### src/rtl/pico_bus_xbar_1n.sv
// Registered 1:N PicoRV32 native-bus decoder with decode-error and slave-timeout responses.
// Define PICO_BUS_ERR_STATUS_EN to add bus_err / err_addr / err_cause status outputs.
module pico_bus_xbar_1n #(
  parameter int                         NUM_SLAVES     = 4,
  parameter logic [NUM_SLAVES*32-1:0]   SLAVE_BASE     = {32'hC000_0000, 32'h8000_0000,
                                                          32'h4000_0000, 32'h0000_0000},
  parameter logic [NUM_SLAVES*32-1:0]   SLAVE_MASK     = {4{32'hC000_0000}},
  parameter int                         TIMEOUT_CYCLES = 255,
  parameter logic [31:0]                ERR_RDATA      = 32'hDEAD_BEEF
) (
  input  logic                         clk,
  input  logic                         rst,
  input  logic                         picom_valid,
  input  logic [31:0]                  picom_addr,
  input  logic [31:0]                  picom_wdata,
  input  logic [3:0]                   picom_wstrb,
  output logic                         picom_ready,
  output logic [31:0]                  picom_rdata,
  output logic [NUM_SLAVES-1:0]        picos_valid,
  output logic [31:0]                  picos_addr,
  output logic [31:0]                  picos_wdata,
  output logic [3:0]                   picos_wstrb,
  input  logic [NUM_SLAVES-1:0]        picos_ready,
  input  logic [NUM_SLAVES*32-1:0]     picos_rdata
`ifdef PICO_BUS_ERR_STATUS_EN
  ,
  output logic                         bus_err,
  output logic [31:0]                  err_addr,
  output logic [1:0]                   err_cause
`endif
);

  localparam int SEL_W = (NUM_SLAVES > 1) ? $clog2(NUM_SLAVES) : 1;
  localparam int CNT_W = (TIMEOUT_CYCLES > 0) ? $clog2(TIMEOUT_CYCLES + 1) : 1;

  typedef enum logic [1:0] {S_IDLE, S_ACTIVE, S_RESP} state_t;

  state_t                r_state;
  logic [SEL_W-1:0]      r_sel;
  logic [NUM_SLAVES-1:0] r_valid;
  logic                  r_ready;
  logic [31:0]           r_rdata;
  logic [31:0]           r_addr;
  logic [31:0]           r_wdata;
  logic [3:0]            r_wstrb;

  logic                  w_hit;
  logic [SEL_W-1:0]      w_sel;
  logic                  w_sel_rdy;
  logic                  w_tmo;

  // Scan downwards so the lowest matching index is the one left standing.
  always_comb begin
    w_hit = 1'b0;
    w_sel = '0;
    for (int i = NUM_SLAVES - 1; i >= 0; i--) begin
      if (~|((picom_addr ^ SLAVE_BASE[i*32 +: 32]) & SLAVE_MASK[i*32 +: 32])) begin
        w_hit = 1'b1;
        w_sel = SEL_W'(i);
      end
    end
  end

  assign w_sel_rdy = picos_ready[r_sel];

  if (TIMEOUT_CYCLES > 0) begin : g_tmo
    logic [CNT_W-1:0] r_cnt;
    always_ff @(posedge clk) begin
      if (rst || r_state != S_ACTIVE) begin
        r_cnt <= '0;
      end else if (!w_sel_rdy && r_cnt != '1) begin
        r_cnt <= r_cnt + 1'b1;
      end
    end
    assign w_tmo = (r_cnt == CNT_W'(TIMEOUT_CYCLES - 1));
  end else begin : g_no_tmo
    assign w_tmo = 1'b0;
  end

`ifdef PICO_BUS_ERR_STATUS_EN
  logic        r_bus_err;
  logic [31:0] r_err_addr;
  logic [1:0]  r_err_cause;
`endif

  always_ff @(posedge clk) begin
    if (rst) begin
      r_state <= S_IDLE;
      r_sel   <= '0;
      r_valid <= '0;
      r_ready <= 1'b0;
      r_rdata <= '0;
      r_addr  <= '0;
      r_wdata <= '0;
      r_wstrb <= '0;
`ifdef PICO_BUS_ERR_STATUS_EN
      r_bus_err   <= 1'b0;
      r_err_addr  <= '0;
      r_err_cause <= '0;
`endif
    end else begin
      r_ready <= 1'b0;
`ifdef PICO_BUS_ERR_STATUS_EN
      r_bus_err <= 1'b0;
`endif
      case (r_state)
        S_IDLE: begin
          if (picom_valid) begin
            if (w_hit) begin
              r_sel   <= w_sel;
              r_addr  <= picom_addr;
              r_wdata <= picom_wdata;
              r_wstrb <= picom_wstrb;
              r_valid <= NUM_SLAVES'(1) << w_sel;
              r_state <= S_ACTIVE;
            end else begin
              r_rdata <= ERR_RDATA;
              r_ready <= 1'b1;
              r_state <= S_RESP;
`ifdef PICO_BUS_ERR_STATUS_EN
              r_bus_err   <= 1'b1;
              r_err_addr  <= picom_addr;
              r_err_cause <= 2'b01;
`endif
            end
          end
        end
        S_ACTIVE: begin
          // Ready takes priority over a timeout landing on the same cycle.
          if (w_sel_rdy) begin
            r_rdata <= picos_rdata[r_sel*32 +: 32];
            r_valid <= '0;
            r_ready <= 1'b1;
            r_state <= S_RESP;
          end else if (w_tmo) begin
            r_rdata <= ERR_RDATA;
            r_valid <= '0;
            r_ready <= 1'b1;
            r_state <= S_RESP;
`ifdef PICO_BUS_ERR_STATUS_EN
            r_bus_err   <= 1'b1;
            r_err_addr  <= r_addr;
            r_err_cause <= 2'b10;
`endif
          end
        end
        S_RESP:  r_state <= S_IDLE;
        default: r_state <= S_IDLE;
      endcase
    end
  end

  assign picom_ready = r_ready;
  assign picom_rdata = r_rdata;
  assign picos_valid = r_valid;
  assign picos_addr  = r_addr;
  assign picos_wdata = r_wdata;
  assign picos_wstrb = r_wstrb;
`ifdef PICO_BUS_ERR_STATUS_EN
  assign bus_err   = r_bus_err;
  assign err_addr  = r_err_addr;
  assign err_cause = r_err_cause;
`endif

endmodule

### config.mk
export PLATFORM = sky130hd
export DESIGN_NAME = pico_bus_xbar_1n
export DESIGN_NICKNAME = d
export VERILOG_FILES = /design/src/rtl/pico_bus_xbar_1n.sv
export SDC_FILE = /design/constraint.sdc
export NUM_CORES = 1
export LEC_CHECK = 0
export ABC_AREA = 1
export CORE_MARGIN = 3
export CORE_UTILIZATION = 41
export DETAILED_ROUTE_END_ITERATION = 10
export PLACE_DENSITY = 0.86
export RECOVER_POWER = 25
export SLEW_MARGIN = 5
export SYNTH_ARGS = -nofsm -noshare
export SYNTH_HDL_FRONTEND = slang
export SYNTH_SLANG_ARGS = --single-unit
### constraint.sdc
create_clock -name clk -period 3.4 [get_ports clk]
set_input_delay 0.34 -clock clk [delete_from_list [all_inputs] [get_ports clk]]
set_output_delay 0.34 -clock clk [all_outputs]
set_load 0.02 [all_outputs]
Word level (Yosys, flattened, before mapping)
Cells that the tools add are included.
- bits in registers: 117
- input port bits: 203
- output and inout bits: 105
- logic and storage cells: 67
- add/sub/neg operators: 1
- order comparisons: 1
- eq/ne operators: 8
- shift operators: 2
- mux-type cells: 30
- bitwise operators: 3
- reductions and logical operators: 13
- operators with widths (cell ; count):
    $mux 32 ; 4
    $shiftx 128x8->32 ; 1
    $pmux 32 s2 ; 1
    $mux 2 ; 8
    $mux 4 ; 4
    $mux 1 ; 9
    $add 8x1->8 const B ; 1
    $eq 8x8->1 const B ; 1
    $ne 8x8->1 const B ; 1
    $pmux 4 s2 ; 1
    $reduce_and 4->1 ; 2
    $reduce_or 2->1 ; 4
    $ne 2x2->1 const B ; 3
    $pmux 2 s2 ; 1
    $shl 1x2->4 const A ; 1
    $lt 2x3->1 const B ; 1
    $ne 3x3->1 const B ; 1
    $reduce_and 3->1 ; 1
    $bmux 1 s2 ; 1
    $eq 2x1->1 const B ; 1
    $logic_not 2->1 ; 1
    $ne 2x1->1 const B ; 1
    $not 1->1 ; 2
    $not 2->2 ; 1
    6 further kinds ; 6

Logic depth before layout (Yosys ltp)
- word-level depth: 10
- depth in mapped cells: 9
- depth with buffers taken out: 9

Worst setup path before layout
OpenSTA, ideal clock, no wires.
- kind: register to register
- start: register g_tmo.r_cnt[0]
- end: register r_rdata[17] (netlist: picom_rdata[17])
- library setup time: 0.069 ns
- data arrival time: 1.223 ns
- data required time: 3.331 ns
- path slack: 2.108 ns
- stages on the path, launching flop included: 9
- buffers on the path: 1
- period minus slack after synthesis: 1.292 ns
- path through: dfxtp_1 inv_1 ha_1 nand3_1 nand2_4 nand2_4 buf_6 nand2_2 a21oi_2
- word-level cells in the longest chain between the ends: 3
- RTL lines (element ; line ; RTL):
    start: declaration ; 67 ; logic [CNT_W-1:0] r_cnt;
    start signal: assignment ; 72 ; r_cnt <= r_cnt + 1'b1;
    $eq 8x8->1 ; 75 ; assign w_tmo = (r_cnt == CNT_W'(TIMEOUT_CYCLES - 1));
    $ne 3x3->1 (no line) ; -- ;
    $reduce_and 4->1 (no line) ; -- ;
    end signal: assignment ; 131 ; r_rdata <= picos_rdata[r_sel*32 +: 32];
    end: declaration ; 42 ; logic [31:0] r_rdata;
Every way passes these cells.
A chain may end at the register's enable or synchronous reset.

Worst setup path in the final report
- start: register r_state[0]
- end: register r_wdata[8] (netlist: picos_wdata[8])
- word-level cells in the longest chain between the ends: 2
- RTL lines (element ; line ; RTL):
    start: declaration ; 38 ; state_t r_state;
    start signal: assignment ; 88 ; r_state <= S_IDLE;
    start signal: assignment ; 115 ; r_state <= S_ACTIVE;
    start signal: assignment ; 119 ; r_state <= S_RESP;
    $logic_not 2->1 ; 106 ; case (r_state)
    $reduce_and 3->1 (no line) ; -- ;
    end signal: assignment ; 112 ; r_wdata <= picom_wdata;
    end: declaration ; 44 ; logic [31:0] r_wdata;
Every way passes these cells.

==> flow_summary.toml <==
[clock_network]
htreeDepth = 4
clock_path_buffers = 2
hold_buffers = 0
clkTransAtPathRegs_ps = 50
cts_setup_buffers = 0
cts_root_buf = "clkbuf_16"
clk_latency_ps = 400
ctsResizeCount = 0
cts_tree = "done"
cts_made_buffers = 17
tritoncts_num_sinks = 117

[sta]
slew_viol_final = 0
worst_pin_slew_ps = 1128
rsz0062_at_grt = "no"
fin_crit_sh_pct = 71.94
slew_headroom_pct = 24.64
timing.fmax_mhz = 408.8
fin_crit_ps = 2446
setup_violations = 0
finClkSkew_ps = 7.811
finalHoldViolations = 0
tns_ps = 0

[worst_setup_path]
cp-start-kind = "flop"
critPathCaptureType = "flop"
rrSetupSlack_ps = 950
slowest_delay_ps = 650
required_ps = 3730
cp_max_fo = 40
crit_top_cell = "nor2_1"
crit_chain = "nor2_1 -> nand2_1 -> inv_1 -> buf_4 -> nor2_1 -> nor2_1"
path_class = "reg -> reg"
worstPathArrival_ps = 2780
cpMaxStageDelayCell = "nand2_1"

[power]
p_total_mw = 4.346
max-vdd-ir-drop_v = 0.0003216
pwr_density_cell_nw_per_um2 = 487.4
leakagePower_nw = 3.508

[die]
coreArea_sq_um = 12210
io_pins = 308
dieArea_sq_um = 14120
fp.dieW_um = 118.8
rows = 40
chipHeight_um = 118.8
initial_core_util_pct = 42.74

[yosys]
synth_ff_type = "dfxtp_1"
ys_ff_latch = 117
async_flop_share_pct = 0
synth_area_sq_um = 5219
ys_warn_count = 0
synth_cells = 738
synth_edf_count = 0
syn_area_per_cell_sq_um = 7.071
synth.most_common_cell = "nor2_1"
synthTopCellsByArea = "dfxtp_1 (45%), nor2_1 (17%), o21ai_0 (14%)"
yosysTopAreaCellShare_pct = 44.88
ys_types = 27
synth_common_cells = "nor2_1 (231), o21ai_0 (145), dfxtp_1 (117), nand2_1 (49), a21oi_1 (41)"
synthesis.nets = 943
ys_seq_area_share_pct = 44.88
yosysTopAreaCell = "dfxtp_1"

[global_route]
antenna_found_initial = 0
track_usage_pct = 25.87
grt_first_pass_wirelength_um = 29270
overflow = 0
grt_max_degree = 51
grt_pass1_vias = 5699

[detailed_routing]
vias = 6044
viasPerCell = 5.037
routedWlPerCell_um = 15.61
drt_iter0_drc = 389
ant_nets = 0
drc_errors = 0
wl_um = 18730
firstDrtPassIters = 4

[finish]
final_layout_size_suffix_gt1_share_pct = 6.783
multi_input_area_sq_um = 2557
regArea_sq_um = 2344
area_growth_syn_to_layout_pct = 70.85
fin_nets = 1224
fill_cells = 968
antenna_cells = 0

[job]
maxCapViolations = 0

[placed_design]
gp_congestion = 0.9602
numPortBuffers = 307
dp_hpwl_um = 13870

[run_status]
status = "finished clean"

[min_path]
hold_path_class = "reg -> reg"
stage by stage:
step | cells | setup slack, ps | util (%) | hold WS, ps | area (sq um)
after global placement | 1168 | 1216 | 68.11 | 451.3 | 8318
after detailed placement | 1168 | 1171 | 68.11 | 455.8 | 8318
after CTS | 1200 | 1170 | 73.03 | 465.1 | 8919
after floorplan | 738 | 2108 | - | 458.4 | 5219
final | 1200 | 953.9 | 73.01 | 462.5 | 8916
after global routing | 1200 | 623.3 | 73.01 | 485.0 | 8916
routing by layer:
layer | vias to the layer above | wire [um] | track usage, % | share of wire [%]
met1 | 2733 | 7400 | 29.31 | 40
li1 | 3027 | - | - | -
met5 | - | 0 | 0 | 0
met4 | 0 | 510 | 9.848 | 2.7
met3 | 26 | 1574 | 8.594 | 8.4
met2 | 258 | 9250 | 45.04 | 49
placed cells by master (no fill, tap or decap), types with 2 or more instances in the layout:
cell,count
clkdlybuf4s50_1,261
nor2_1,231
o21ai_0,145
dfxtp_1,116
nand2_1,49
dlygate4sd3_1,46
a21oi_1,41
o22ai_1,32
clkbuf_16,17
inv_1,11
nand2_2,10
buf_4,10
o21ai_1,9
nand3_1,8
a21oi_2,8
inv_2,4
xor2_1,4
clkinvlp_4,4
clkinv_2,4
nand3_2,3
nor3_1,3
bufinv_16,3
nand2_4,2
ha_1,2
clkinv_4,2
worst max-delay path, delay by kind of cell (launching register included):
| kind | cells | cell delay (ps) |
|---|---|---|
| buffers and inverters | 2 | 1040 |
| AND/OR/NAND/NOR | 4 | 1000 |
| flip-flops | 1 | 310 |
final timing paths:
check                          startpoint                           end  cells after the start
max reg2reg       r_state[0]$_SDFFE_PP0P_   picos_wdata[8]$_SDFFE_PP0P_                      6
min reg2reg  picom_rdata[14]$_SDFFE_PP0P_  picom_rdata[14]$_SDFFE_PP0P_                      2
max               r_state[0]$_SDFFE_PP0P_   picos_wdata[8]$_SDFFE_PP0P_                      6
min          picom_rdata[14]$_SDFFE_PP0P_  picom_rdata[14]$_SDFFE_PP0P_                      2
state kept, by name, summed over array words and instances, names as in the netlist, 2 cells and up:
signal and flops:
picom_rdata 32, picos_addr 32, picos_wdata 32, g_tmo.r_cnt 8, picos_valid 4, picos_wstrb 4
r_sel 2, r_state 2
cell type report:
type	count	share of cell area, %
clock buffers	19	4.968
repair buffers	317	35.31
multi-input cells	551	28.68
clock inverters	13	1.768
flip-flops and latches	117	26.28
inverters	15	0.6315
well taps	168	2.358
report_power, final:
part           internal [mW]  total [mW]  switching [mW]
sequential              1.49        1.55          0.0613
clock                   1.17        1.79           0.619
combinational          0.498        1.01           0.513
logic make-up after synthesis:
logic type      Yosys count  synth area share [%]
flops                   117                 44.88
simple gates            308                 23.66
xor+xnor                  5                0.8391
compound gates          236                 24.02
buf+inv                  70                 6.113
fa+ha+maj                 2                0.4794
No activity file was read; power rests on OpenSTA's default activity.
